<file path="src/rtl/vx_ipdom_pkg.sv">
// Shared types and constants for the multi-warp IPDOM reconvergence stack.
package vx_ipdom_pkg;

  localparam int IPDOM_WIDTH     = 32;
  localparam int IPDOM_DEPTH     = 8;
  localparam int IPDOM_NUM_WARPS = 4;

  localparam int WIDW  = (IPDOM_NUM_WARPS > 1) ? $clog2(IPDOM_NUM_WARPS) : 1;
  localparam int ADDRW = $clog2(IPDOM_DEPTH);
  localparam int CNTW  = ADDRW + 1;

  localparam logic OP_PUSH = 1'b1;
  localparam logic OP_POP  = 1'b0;

  typedef struct packed {
    logic [IPDOM_WIDTH-1:0] q2;
    logic [IPDOM_WIDTH-1:0] q1;
  } ipdom_entry_t;

  // A single warp still needs a one-bit id so ports never collapse to zero width.
  function automatic int widw_of(input int num_warps);
    return (num_warps > 1) ? $clog2(num_warps) : 1;
  endfunction

endpackage

</file>
<file path="src/rtl/double_port_mem_wrapper.sv">
// Simple dual-port storage: one synchronous write port, one combinational read port.
module double_port_mem_wrapper #(
  parameter  int DATAW = 64,
  parameter  int SIZE  = 32,
  localparam int AW    = $clog2(SIZE)
) (
  input  logic             clk,
  input  logic             wren,
  input  logic [AW-1:0]    waddr,
  input  logic [DATAW-1:0] wdata,
  input  logic [AW-1:0]    raddr,
  output logic [DATAW-1:0] rdata
);

  logic [DATAW-1:0] mem [SIZE];

  always_ff @(posedge clk) begin
    if (wren) begin
      mem[waddr] <= wdata;
    end
  end

  assign rdata = mem[raddr];

endmodule

</file>
<file path="src/rtl/vx_ipdom_stack_bank_warp_ctrl.sv">
// Per-warp stack bookkeeping: occupancy counter, pair/part flags and empty/full status.
module vx_ipdom_warp_ctrl
  import vx_ipdom_pkg::*;
#(
  parameter  int DEPTH = IPDOM_DEPTH,
  localparam int AW    = $clog2(DEPTH),
  localparam int CW    = AW + 1
) (
  input  logic          clk,
  input  logic          rst_n,
  input  logic          push_en,
  input  logic          pop_en,
  input  logic          pair,
  input  logic          flush,
  output logic [CW-1:0] cnt,
  output logic          top_part,
  output logic          empty,
  output logic          full
);

  logic [DEPTH-1:0] part;
  logic [AW-1:0]    top_slot;
  logic [AW-1:0]    push_slot;

  assign top_slot  = AW'(cnt - 1'b1);
  assign push_slot = cnt[AW-1:0];
  assign top_part  = part[top_slot];
  assign empty     = (cnt == '0);
  assign full      = (cnt == CW'(DEPTH));

  // A part flag of 0 means the else-path half is still pending; the entry retires on the pop that sees 1.
  always_ff @(posedge clk or negedge rst_n) begin
    if (!rst_n) begin
      cnt  <= '0;
      part <= '0;
    end else if (flush) begin
      cnt  <= '0;
      part <= '0;
    end else if (push_en) begin
      part[push_slot] <= ~pair;
      cnt             <= cnt + 1'b1;
    end else if (pop_en) begin
      if (!top_part) begin
        part[top_slot] <= 1'b1;
      end else begin
        cnt <= cnt - 1'b1;
      end
    end
  end

endmodule

</file>
<file path="src/rtl/vx_ipdom_stack_bank.sv">
// NUM_WARPS independent IPDOM stacks sharing one storage array, with registered pop responses.
module vx_ipdom_stack_bank
  import vx_ipdom_pkg::*;
#(
  parameter  int WIDTH     = IPDOM_WIDTH,
  parameter  int DEPTH     = IPDOM_DEPTH,
  parameter  int NUM_WARPS = IPDOM_NUM_WARPS,
  localparam int LWIDW     = widw_of(NUM_WARPS)
) (
  input  logic                 clk_i,
  input  logic                 rst_ni,
  input  logic                 req_valid_i,
  output logic                 req_ready_o,
  input  logic                 req_push_i,
  input  logic [LWIDW-1:0]     req_wid_i,
  input  logic                 req_pair_i,
  input  logic [WIDTH-1:0]     req_q1_i,
  input  logic [WIDTH-1:0]     req_q2_i,
  input  logic                 flush_valid_i,
  input  logic [LWIDW-1:0]     flush_wid_i,
  output logic                 rsp_valid_o,
  output logic [LWIDW-1:0]     rsp_wid_o,
  output logic [WIDTH-1:0]     rsp_data_o,
  output logic                 rsp_index_o,
  output logic                 rsp_err_o,
  output logic [NUM_WARPS-1:0] empty_o,
  output logic [NUM_WARPS-1:0] full_o,
  output logic                 ovf_o,
  output logic                 udf_o
);

  localparam int LADDRW = $clog2(DEPTH);
  localparam int LCNTW  = LADDRW + 1;
  localparam int SIZE   = NUM_WARPS * DEPTH;
  localparam int MEMAW  = $clog2(SIZE);

  typedef struct packed {
    logic [WIDTH-1:0] q2;
    logic [WIDTH-1:0] q1;
  } entry_t;

  logic [LCNTW-1:0]     cnt [NUM_WARPS];
  logic [NUM_WARPS-1:0] top_part;
  logic [NUM_WARPS-1:0] push_en;
  logic [NUM_WARPS-1:0] pop_en;
  logic [NUM_WARPS-1:0] flush_en;

  logic              accept;
  logic              is_push;
  logic [LCNTW-1:0]  sel_cnt;
  logic              sel_part;
  logic              sel_empty;
  logic              sel_full;
  logic [LADDRW-1:0] push_slot;
  logic [LADDRW-1:0] top_slot;
  logic [MEMAW-1:0]  base_addr;
  logic [MEMAW-1:0]  wr_addr;
  logic [MEMAW-1:0]  rd_addr;
  logic              mem_wren;
  entry_t            wr_entry;
  entry_t            rd_entry;

  assign req_ready_o = ~(flush_valid_i && (flush_wid_i == req_wid_i));
  assign accept      = req_valid_i & req_ready_o;
  assign is_push     = (req_push_i == OP_PUSH);

  assign sel_cnt   = cnt[req_wid_i];
  assign sel_part  = top_part[req_wid_i];
  assign sel_empty = empty_o[req_wid_i];
  assign sel_full  = full_o[req_wid_i];

  // Each warp owns a contiguous DEPTH-entry region; the warp id forms the upper address bits.
  assign push_slot = sel_cnt[LADDRW-1:0];
  assign top_slot  = LADDRW'(sel_cnt - 1'b1);
  assign base_addr = MEMAW'(req_wid_i) << LADDRW;
  assign wr_addr   = base_addr | MEMAW'(push_slot);
  assign rd_addr   = base_addr | MEMAW'(top_slot);

  assign wr_entry.q2 = req_q2_i;
  assign wr_entry.q1 = req_q1_i;
  assign mem_wren    = |push_en;

  double_port_mem_wrapper #(
    .DATAW (2 * WIDTH),
    .SIZE  (SIZE)
  ) u_mem (
    .clk   (clk_i),
    .wren  (mem_wren),
    .waddr (wr_addr),
    .wdata (wr_entry),
    .raddr (rd_addr),
    .rdata (rd_entry)
  );

  for (genvar w = 0; w < NUM_WARPS; w++) begin : g_warp
    logic hit;

    assign hit         = (req_wid_i == LWIDW'(w));
    assign push_en[w]  = accept & is_push & hit & ~full_o[w];
    assign pop_en[w]   = accept & ~is_push & hit & ~empty_o[w];
    assign flush_en[w] = flush_valid_i & (flush_wid_i == LWIDW'(w));

    vx_ipdom_warp_ctrl #(
      .DEPTH (DEPTH)
    ) u_ctrl (
      .clk      (clk_i),
      .rst_n    (rst_ni),
      .push_en  (push_en[w]),
      .pop_en   (pop_en[w]),
      .pair     (req_pair_i),
      .flush    (flush_en[w]),
      .cnt      (cnt[w]),
      .top_part (top_part[w]),
      .empty    (empty_o[w]),
      .full     (full_o[w])
    );
  end

  // Storage reads combinationally, so registering here gives the one-cycle pop latency and
  // makes a push followed by a pop to the same warp see the freshly written entry.
  always_ff @(posedge clk_i or negedge rst_ni) begin
    if (!rst_ni) begin
      rsp_valid_o <= 1'b0;
      rsp_wid_o   <= '0;
      rsp_data_o  <= '0;
      rsp_index_o <= 1'b0;
      rsp_err_o   <= 1'b0;
      ovf_o       <= 1'b0;
      udf_o       <= 1'b0;
    end else begin
      rsp_valid_o <= accept & ~is_push;
      if (accept && !is_push) begin
        rsp_wid_o <= req_wid_i;
        if (sel_empty) begin
          rsp_data_o  <= '0;
          rsp_index_o <= 1'b0;
          rsp_err_o   <= 1'b1;
          udf_o       <= 1'b1;
        end else begin
          rsp_data_o  <= sel_part ? rd_entry.q1 : rd_entry.q2;
          rsp_index_o <= sel_part;
          rsp_err_o   <= 1'b0;
        end
      end
      if (accept && is_push && sel_full) begin
        ovf_o <= 1'b1;
      end
    end
  end

endmodule

</file>
<file path="config.mk">
export PLATFORM = sky130hd
export DESIGN_NAME = vx_ipdom_stack_bank
export DESIGN_NICKNAME = d
export VERILOG_FILES = /design/src/rtl/vx_ipdom_pkg.sv /design/src/rtl/double_port_mem_wrapper.sv /design/src/rtl/vx_ipdom_stack_bank_warp_ctrl.sv /design/src/rtl/vx_ipdom_stack_bank.sv
export SDC_FILE = /design/constraint.sdc
export NUM_CORES = 2
export LEC_CHECK = 0
export ABC_AREA = 0
export BUFFER_PORTS_ARGS = -buffer_cell sky130_fd_sc_hd__buf_4
export CAP_MARGIN = 20
export CORE_ASPECT_RATIO = 1.2
export CORE_UTILIZATION = 35
export DETAILED_ROUTE_END_ITERATION = 8
export SYNTH_ARGS = -nofsm -noshare
export SYNTH_HDL_FRONTEND = slang
export SYNTH_SLANG_ARGS = --single-unit
</file>
<file path="constraint.sdc">
create_clock -name clk_i -period 7.4 [get_ports clk_i]
set_input_delay 0.37 -clock clk_i [delete_from_list [all_inputs] [get_ports clk_i]]
set_output_delay 0.37 -clock clk_i [all_outputs]
set_load 0.05 [all_outputs]
</file>
# [Word level (Yosys, flattened, before mapping)]
# Memory sizes are Yosys's and may differ from the RTL's.
# Cells that the tools add are included.
# Widths: inputs -> output; s select.
[totals] output_inout_bits=48 mem_bits_rw=2048 ff_bits=87 elab_cells=211 mem_count=1 in_bits=74
[op_classes] n_lt_le_gt_ge=18 addsub=9 n_eq_ne=15 muxes=75 n_reduce_logical=37 n_bitwise=41
[mem_list] memory="u_mem.mem" words=32 width=64 read_ports=1 rd_ports_with_merged_regs=0 write_ports=1 line="double_port_mem_wrapper.sv:15" rtl="logic [DATAW-1:0] mem [SIZE];"
[op_table] op="$mux 8" count=16
[op_table] op="$mux 32" count=2
[op_table] op="$mux 4" count=16
[op_table] op="$bwmux 8" count=4
[op_table] op="$lt 3x4->1 const B" count=8
[op_table] op="$or 8x8->8" count=4
[op_table] op="$demux 1 s3" count=8
[op_table] op="$ge 3x1->1 const B" count=8
[op_table] op="$reduce_bool 3->1" count=8
[op_table] op="$and 1x1->1" count=23
[op_table] op="$mux 1" count=19
[op_table] op="$reduce_and 2->1" count=9
[op_table] op="$add 4x1->4 const B" count=4
[op_table] op="$eq 4x4->1 const B" count=4
[op_table] op="$logic_not 4->1" count=4
[op_table] op="$sub 4x1->4 const B" count=4
[op_table] op="$bmux 1 s3" count=4
[op_table] op="$logic_and 1x1->1" count=12
[op_table] op="$ne 3x1->1 const B" count=4
[op_table] op="$not 1->1" count=11
[op_table] op="$or 5x3->5" count=2
[op_table] op="$bmux 4 s2" count=1
[op_table] op="$eq 2x2->1 const B" count=4
[op_table] op="$bmux 1 s2" count=3
[op_table] op="10 further kinds" count=13

# [Depth between registers and ports, before layout]
[logic_depth] ltp_word=10 depth_mapped=19 mapped_depth_nobuf=10

# [Hierarchy]
# A second synthesis with hierarchy kept.
[hier_totals] hier_cells=3680 area_unflattened_um2=83770.3
[by_module_without_submodules] module="double_port_mem_wrapper" area_per_inst_um2=77670.7 seq_area_each_um2=61499.0 instances=1 cells_per_inst=3033
[by_module_without_submodules] module="vx_ipdom_warp_ctrl at g_warp[0].u_ctrl ..." area_per_inst_um2=1011.0 seq_area_each_um2=300.3 instances=3 cells_per_inst=121
[by_module_without_submodules] module="vx_ipdom_stack_bank" area_per_inst_um2=2060.7 seq_area_each_um2=975.9 instances=1 cells_per_inst=160
[by_module_without_submodules] module="vx_ipdom_warp_ctrl at g_warp[3].u_ctrl" area_per_inst_um2=1006.0 seq_area_each_um2=300.3 instances=1 cells_per_inst=124

# [Least setup slack after synthesis]
# OpenSTA, ideal clock, no wires.
[synth_timing] path_kind="flip-flop to flip-flop" startpoint="register g_warp[2].u_ctrl.cnt[0]" endpoint="memory u_mem.mem[19][0], enable pin" setup_ps=565 path_buffers=2 stages_incl_launch_ff=10 period_less_slack_ps=7417 required_ps=6835 arrival_time_ps=6852 path_slack_ps=-17 cell_sequence="dfrtp_1 -> clkbuf_1 -> clkinv_1 -> ha_1 -> and3b_1 -> clkbuf_1 -> mux4_2 -> nor2_1 -> nand2_1 -> nor3_1"
[synth_via] elab_chain_len=6 elab_cells_between_ends=10 classes_between="eq/ne (1); mux (5); bitwise (3); reduce/logical (1)"
[synth_rtl] item="from (decl)" line="vx_ipdom_stack_bank_warp_ctrl.sv:15" rtl="output logic [CW-1:0] cnt,"
[synth_rtl] item="from (signal assigned)" line="vx_ipdom_stack_bank_warp_ctrl.sv:41" rtl="cnt <= cnt + 1'b1;"
[synth_rtl] item="from (signal assigned)" line="vx_ipdom_stack_bank_warp_ctrl.sv:46" rtl="cnt <= cnt - 1'b1;"
[synth_rtl] item="$eq 4x4->1" line="vx_ipdom_stack_bank_warp_ctrl.sv:29" rtl="assign full = (cnt == CW'(DEPTH));"
[synth_rtl] item="net g_warp[2].u_ctrl.full" line="vx_ipdom_stack_bank_warp_ctrl.sv:18" rtl="output logic full"
[synth_rtl] item="$not 1->1" line="vx_ipdom_stack_bank.sv:99" rtl="assign push_en[w] = accept & is_push & hit & ~full_o[w];"
[synth_rtl] item="$and 1x1->1" line="vx_ipdom_stack_bank.sv:99"
[synth_rtl] item="$reduce_or 4->1" line="vx_ipdom_stack_bank.sv:81" rtl="assign mem_wren = |push_en;"
[synth_rtl] item="$mux 1" line="double_port_mem_wrapper.sv:18" rtl="if (wren) begin"
[synth_rtl] item="$mux 1 (implied by the code)" line="double_port_mem_wrapper.sv:19" rtl="mem[waddr] <= wdata;"
[synth_rtl] item="to (decl)" line="double_port_mem_wrapper.sv:15"
# The timed path passes the listed nets, and every way through them passes these cells. The select of a mux whose other input is x is not followed.

# [Worst setup path after layout]
[layout_timing] startpoint="register g_warp[0].u_ctrl.cnt[0]" endpoint="register rsp_data_o[5]"
[layout_via] elab_chain_len=8 elab_cells_between_ends=16 classes_between="add/sub (2); mux (11); bitwise (1); reduce/logical (1); memory (1)"
[layout_rtl] item="from (decl)" line="vx_ipdom_stack_bank_warp_ctrl.sv:15"
[layout_rtl] item="from (signal assigned)" line="vx_ipdom_stack_bank_warp_ctrl.sv:41"
[layout_rtl] item="from (signal assigned)" line="vx_ipdom_stack_bank_warp_ctrl.sv:46"
[layout_rtl] item="$bmux 4 s2" line="vx_ipdom_stack_bank.sv:67" rtl="assign sel_cnt = cnt[req_wid_i];"
[layout_rtl] item="$mux 3 (implied by the code) (2 in a row)" line="vx_ipdom_stack_bank.sv:67"
[layout_rtl] item="$sub 3x1->3" line="vx_ipdom_stack_bank.sv:74" rtl="assign top_slot = LADDRW'(sel_cnt - 1'b1);"
[layout_rtl] item="$or 5x3->5" line="vx_ipdom_stack_bank.sv:77" rtl="assign rd_addr = base_addr | MEMAW'(top_slot);"
[layout_rtl] item="$mem_v2 32x64"
[layout_rtl] item="$mux 32" line="vx_ipdom_stack_bank.sv:140" rtl="rsp_data_o <= sel_part ? rd_entry.q1 : rd_entry.q2;"
[layout_rtl] item="$mux 32 (*)" line="vx_ipdom_stack_bank.sv:134" rtl="if (sel_empty) begin"
[layout_rtl] item="to (signal assigned)" line="vx_ipdom_stack_bank.sv:140"
[layout_rtl] item="to (decl)" line="vx_ipdom_stack_bank.sv:23" rtl="output logic [WIDTH-1:0] rsp_data_o,"
# Mark *: on every way between the ends. The rest lies on a longest branch, timed or not. The select of a mux whose other input is x is not followed.
# A chain may end at the register's enable or synchronous reset.

==> results.py <==
metrics = {
    "status": {
        "outcome": "complete, no violations",
    },
    "synthesis": {
        "synth_flop_cell": "edfxtp_1",
        "syn_avg_cell_area_um2": 16.26,
        "synth-warning-count": 0,
        "ys_seq_elements": 2135,
        "postSynth.asyncResetShare_pct": 4.075,
        "yosysUniqueCellTypes": 72,
        "synth_cells": 5126,
        "synth_nets": 5213,
        "seq_area_frac_synth_pct": 76.38,
        "synth-edff-count": 2048,
        "synth_area_um2": 83370,
    },
    "die": {
        "core_region_area_um2": 235900,
        "fp.dieH_um": 536.6,
        "start_util_pct": 35.33,
        "die-area_um2": 240200,
        "num_rows": 195,
        "die_w_um": 447.5,
        "io_pins": 122,
    },
    "layout": {
        "fill_cells": 21096,
        "fin_cells": 8679,
        "final_common_cell": "edfxtp_1",
        "syn2layout_area_growth_pct": 15.24,
        "final_cell_mix": "edfxtp_1 (2,048), nand2_1 (896), mux2i_1 (614), a32oi_1 (380), buf_4 (230)",
        "fin_area_um2": 96070,
        "drive_above_1_share_pct": 11.65,
        "nets": 5442,
    },
    "placement": {
        "hpwl_mm": 135.8,
        "numPortBuffers": 121,
        "placedCellCount": 8229,
        "gp_congestion": 0.8292,
        "post_dp_cell_area_um2": 88750,
    },
    "setup_path": {
        "crit_path_end_kind": "flip-flop",
        "cp.arrival_ns": 6.26,
        "worst-path-max-fanout": 108,
        "cp_top_family": "buffers and inverters",
        "regToRegSetupSlack_ns": 1.92,
        "cp-startpoint": "g_warp[0].u_ctrl.cnt[0]",
        "required_ns": 8.18,
        "crit_chain": "mux2_4 -> mux2i_4 -> buf_4 -> inv_8 -> buf_12 -> buf_4 -> mux2i_1 -> a32oi_1 -> nand4_1 -> nor4_1 -> a221o_1",
        "critPathLaunchType": "flip-flop",
        "slowest_stage": "nor4_1",
        "path_buf_inv": 4,
        "crit_path_frequent_cell": "buf_4",
        "crit_cells": 11,
        "critPathKind": "flip-flop to flip-flop",
        "reg2reg_depth": 11,
        "r2r-start": "g_warp[0].u_ctrl.cnt[0]",
        "cp_slowest_stage_delay_ns": 0.83,
    },
    "cts": {
        "clk_latency_ns": 0.87,
        "cts_buffer_depth": 4,
        "clk_pin_slew_ns": 0.07,
        "cts_tree": "done",
        "cts_max_level": 4,
        "cts.sinks": 2135,
        "root_buffer": "clkbuf_16",
        "cts_inserted_buffers": 203,
        "post_cts_resized": 0,
    },
    "detailed_routing": {
        "drt_iter0_drc": 6711,
        "via_per_inst": 5.754,
        "antenna_left": 0,
        "drc": 0,
        "wl_per_cell_um": 30.25,
        "num_vias": 49938,
        "firstDrtPassIters": 7,
        "wirelength_mm": 262.5,
    },
    "timing": {
        "max_slew_margin_pct": 25.20,
        "final_hold_viol_count": 0,
        "finClkSkew_ns": 0.05517,
        "clock.fmax_mhz": 182.5,
        "setup_viol": 0,
        "fin_crit_ns": 5.480,
        "slew_viol_final": 0,
        "tightest_slew_ns": 1.122,
        "fin_crit_sh_pct": 74.05,
        "grt_setup_unrepaired": "no",
    },
    "grt": {
        "first_global_vias": 47590,
        "grt_pass1_wl_mm": 364.1,
        "grt_max_degree": 132,
        "antenna_found_initial": 28,
        "grtUsageTotal_pct": 21.22,
        "grt_overflow": 0,
    },
    "power": {
        "leakage_nw": 31.70,
        "powerDensity_nw_per_um2": 360.0,
        "peakVddDrop_uv": 310.1,
    },
    "run": {
        "maxCapViolations": 0,
    },
    "min_path": {
        "min_path_cells": 3,
        "hp-class": "input port to flip-flop",
        "hold_start": "req_valid_i",
    },
}
[layout make-up]
class | instances | area [µm²] | share of cell area [%]
diodes | 7 | 17.52 | 0.01823
clock buffers | 272 | 5593 | 5.822
clock inverters | 98 | 980.9 | 1.021
inverters | 23 | 93.84 | 0.09768
multi-input cells | 2648 | 18490 | 19.25
flip-flops and latches | 2135 | 63680 | 66.28
well taps | 3152 | 3944 | 4.105
repair buffers | 344 | 3273 | 3.407
[cell usage after synthesis, types with 5 or more instances]
library cell | instances | area, µm²
mux2i_1 | 614 | 6146
a221o_1 | 16 | 160.2
dfrtp_1 | 87 | 2177
or3_1 | 9 | 56.30
buf_2 | 116 | 580.6
nand4_1 | 109 | 681.9
buf_4 | 29 | 217.7
a32o_1 | 22 | 220.2
a21o_1 | 7 | 52.55
a22o_1 | 9 | 78.83
buf_1 | 14 | 52.55
a22oi_1 | 87 | 653.1
a21oi_1 | 66 | 330.3
a32oi_1 | 380 | 3328
xor2_1 | 11 | 96.34
nor4_1 | 18 | 112.6
nand2_1 | 896 | 3363
nand3_1 | 21 | 105.1
nor3b_1 | 5 | 37.54
ha_1 | 13 | 162.7
o22ai_1 | 10 | 62.56
nor3_2 | 11 | 110.1
a221oi_1 | 10 | 87.58
o21ai_0 | 38 | 190.2
xnor2_1 | 9 | 78.83
nor2_1 | 90 | 337.8
and2_1 | 5 | 31.28
nor3_1 | 41 | 205.2
edfxtp_1 | 2048 | 61500
a31oi_1 | 14 | 87.58
mux4_2 | 17 | 382.9
o211ai_1 | 17 | 127.6
and4_1 | 7 | 61.31
o31ai_1 | 11 | 82.58
o21ai_1 | 6 | 30.03
clkbuf_1 | 160 | 600.6
or4_1 | 16 | 120.1
inv_1 | 19 | 71.32
nand2b_1 | 5 | 31.28
[repair_timing]
action / in CTS / in global routing
endpoints found under the setup margin: 0 / 0
endpoints found under the hold margin: 2114 / 0
hold buffers: 72 / 0
setup buffers: 0 / 0
[flip-flops by register name, summed over array words and instances, names as in the netlist]
name / count
udf_o: 1
rsp_data_o: 32
ovf_o: 1
u_mem.mem: 2048
rsp_wid_o: 2
rsp_valid_o: 1
g_warp.u_ctrl.part: 32
rsp_err_o: 1
rsp_index_o: 1
g_warp.u_ctrl.cnt: 16
[worst paths after layout]
path | to
setup reg to reg | rsp_data_o[5]
hold / removal | ovf_o
setup / recovery | rsp_data_o[5]
max in group asynchronous | rsp_data_o[27]
hold reg to reg | rsp_wid_o[0]
min in group asynchronous | rsp_wid_o[0]
[cells by family after synthesis]
kind of cell | Yosys count | synth area share, %
adder cells (fa/ha/maj) | 13 | 0.1951
XOR/XNOR | 21 | 0.2296
flip-flops | 2135 | 76.38
AO/OA/AOI/OAI | 727 | 6.959
multiplexers | 636 | 7.921
buffers and inverters | 343 | 1.858
AND/OR/NAND/NOR | 1251 | 6.455
[report_power, final]
| group | leakage (nW) | internal, mW | switching (mW) |
|---|---|---|---|
| sequential | 19.5 | 13.6 | 0.469 |
| clock | 3.21 | 5.96 | 4.54 |
| combinational | 8.99 | 3.16 | 6.81 |
[through the flow]
stage / setup WS [ns] / setup TNS (ns) / power (mW) / hold WS [ns] / utilization, %
after floorplan: -0.01685 / -7.335 / 20.48 / 0.07441 / -
final: 1.920 / 0 / 34.59 / 0.07002 / 40.72
after global routing: 1.731 / 0 / 35.57 / 0.05232 / 40.72
after global placement: 1.409 / 0 / 24.09 / 0.4518 / 37.56
after detailed placement: 1.981 / 0 / 24.18 / 0.4755 / 37.62
after CTS: 1.943 / 0 / 34.60 / 0.02271 / 40.71
[routing by layer]
layer / up-vias / global-route usage [%] / share of wire, %
met4: 16 / 7.620 / 3.8
met3: 491 / 3.296 / 8.5
met5: - / 0 / 0.043
met1: 26155 / 27.90 / 39
met2: 2553 / 35.49 / 49
li1: 20723 / - / -
[tightest hold or removal path, cell delays in order]
cell and delay [ns]:
buf_4 0.13, o311a_1 0.21, a21o_1 0.19
Note: power is estimated with default switching activity, not from simulation.
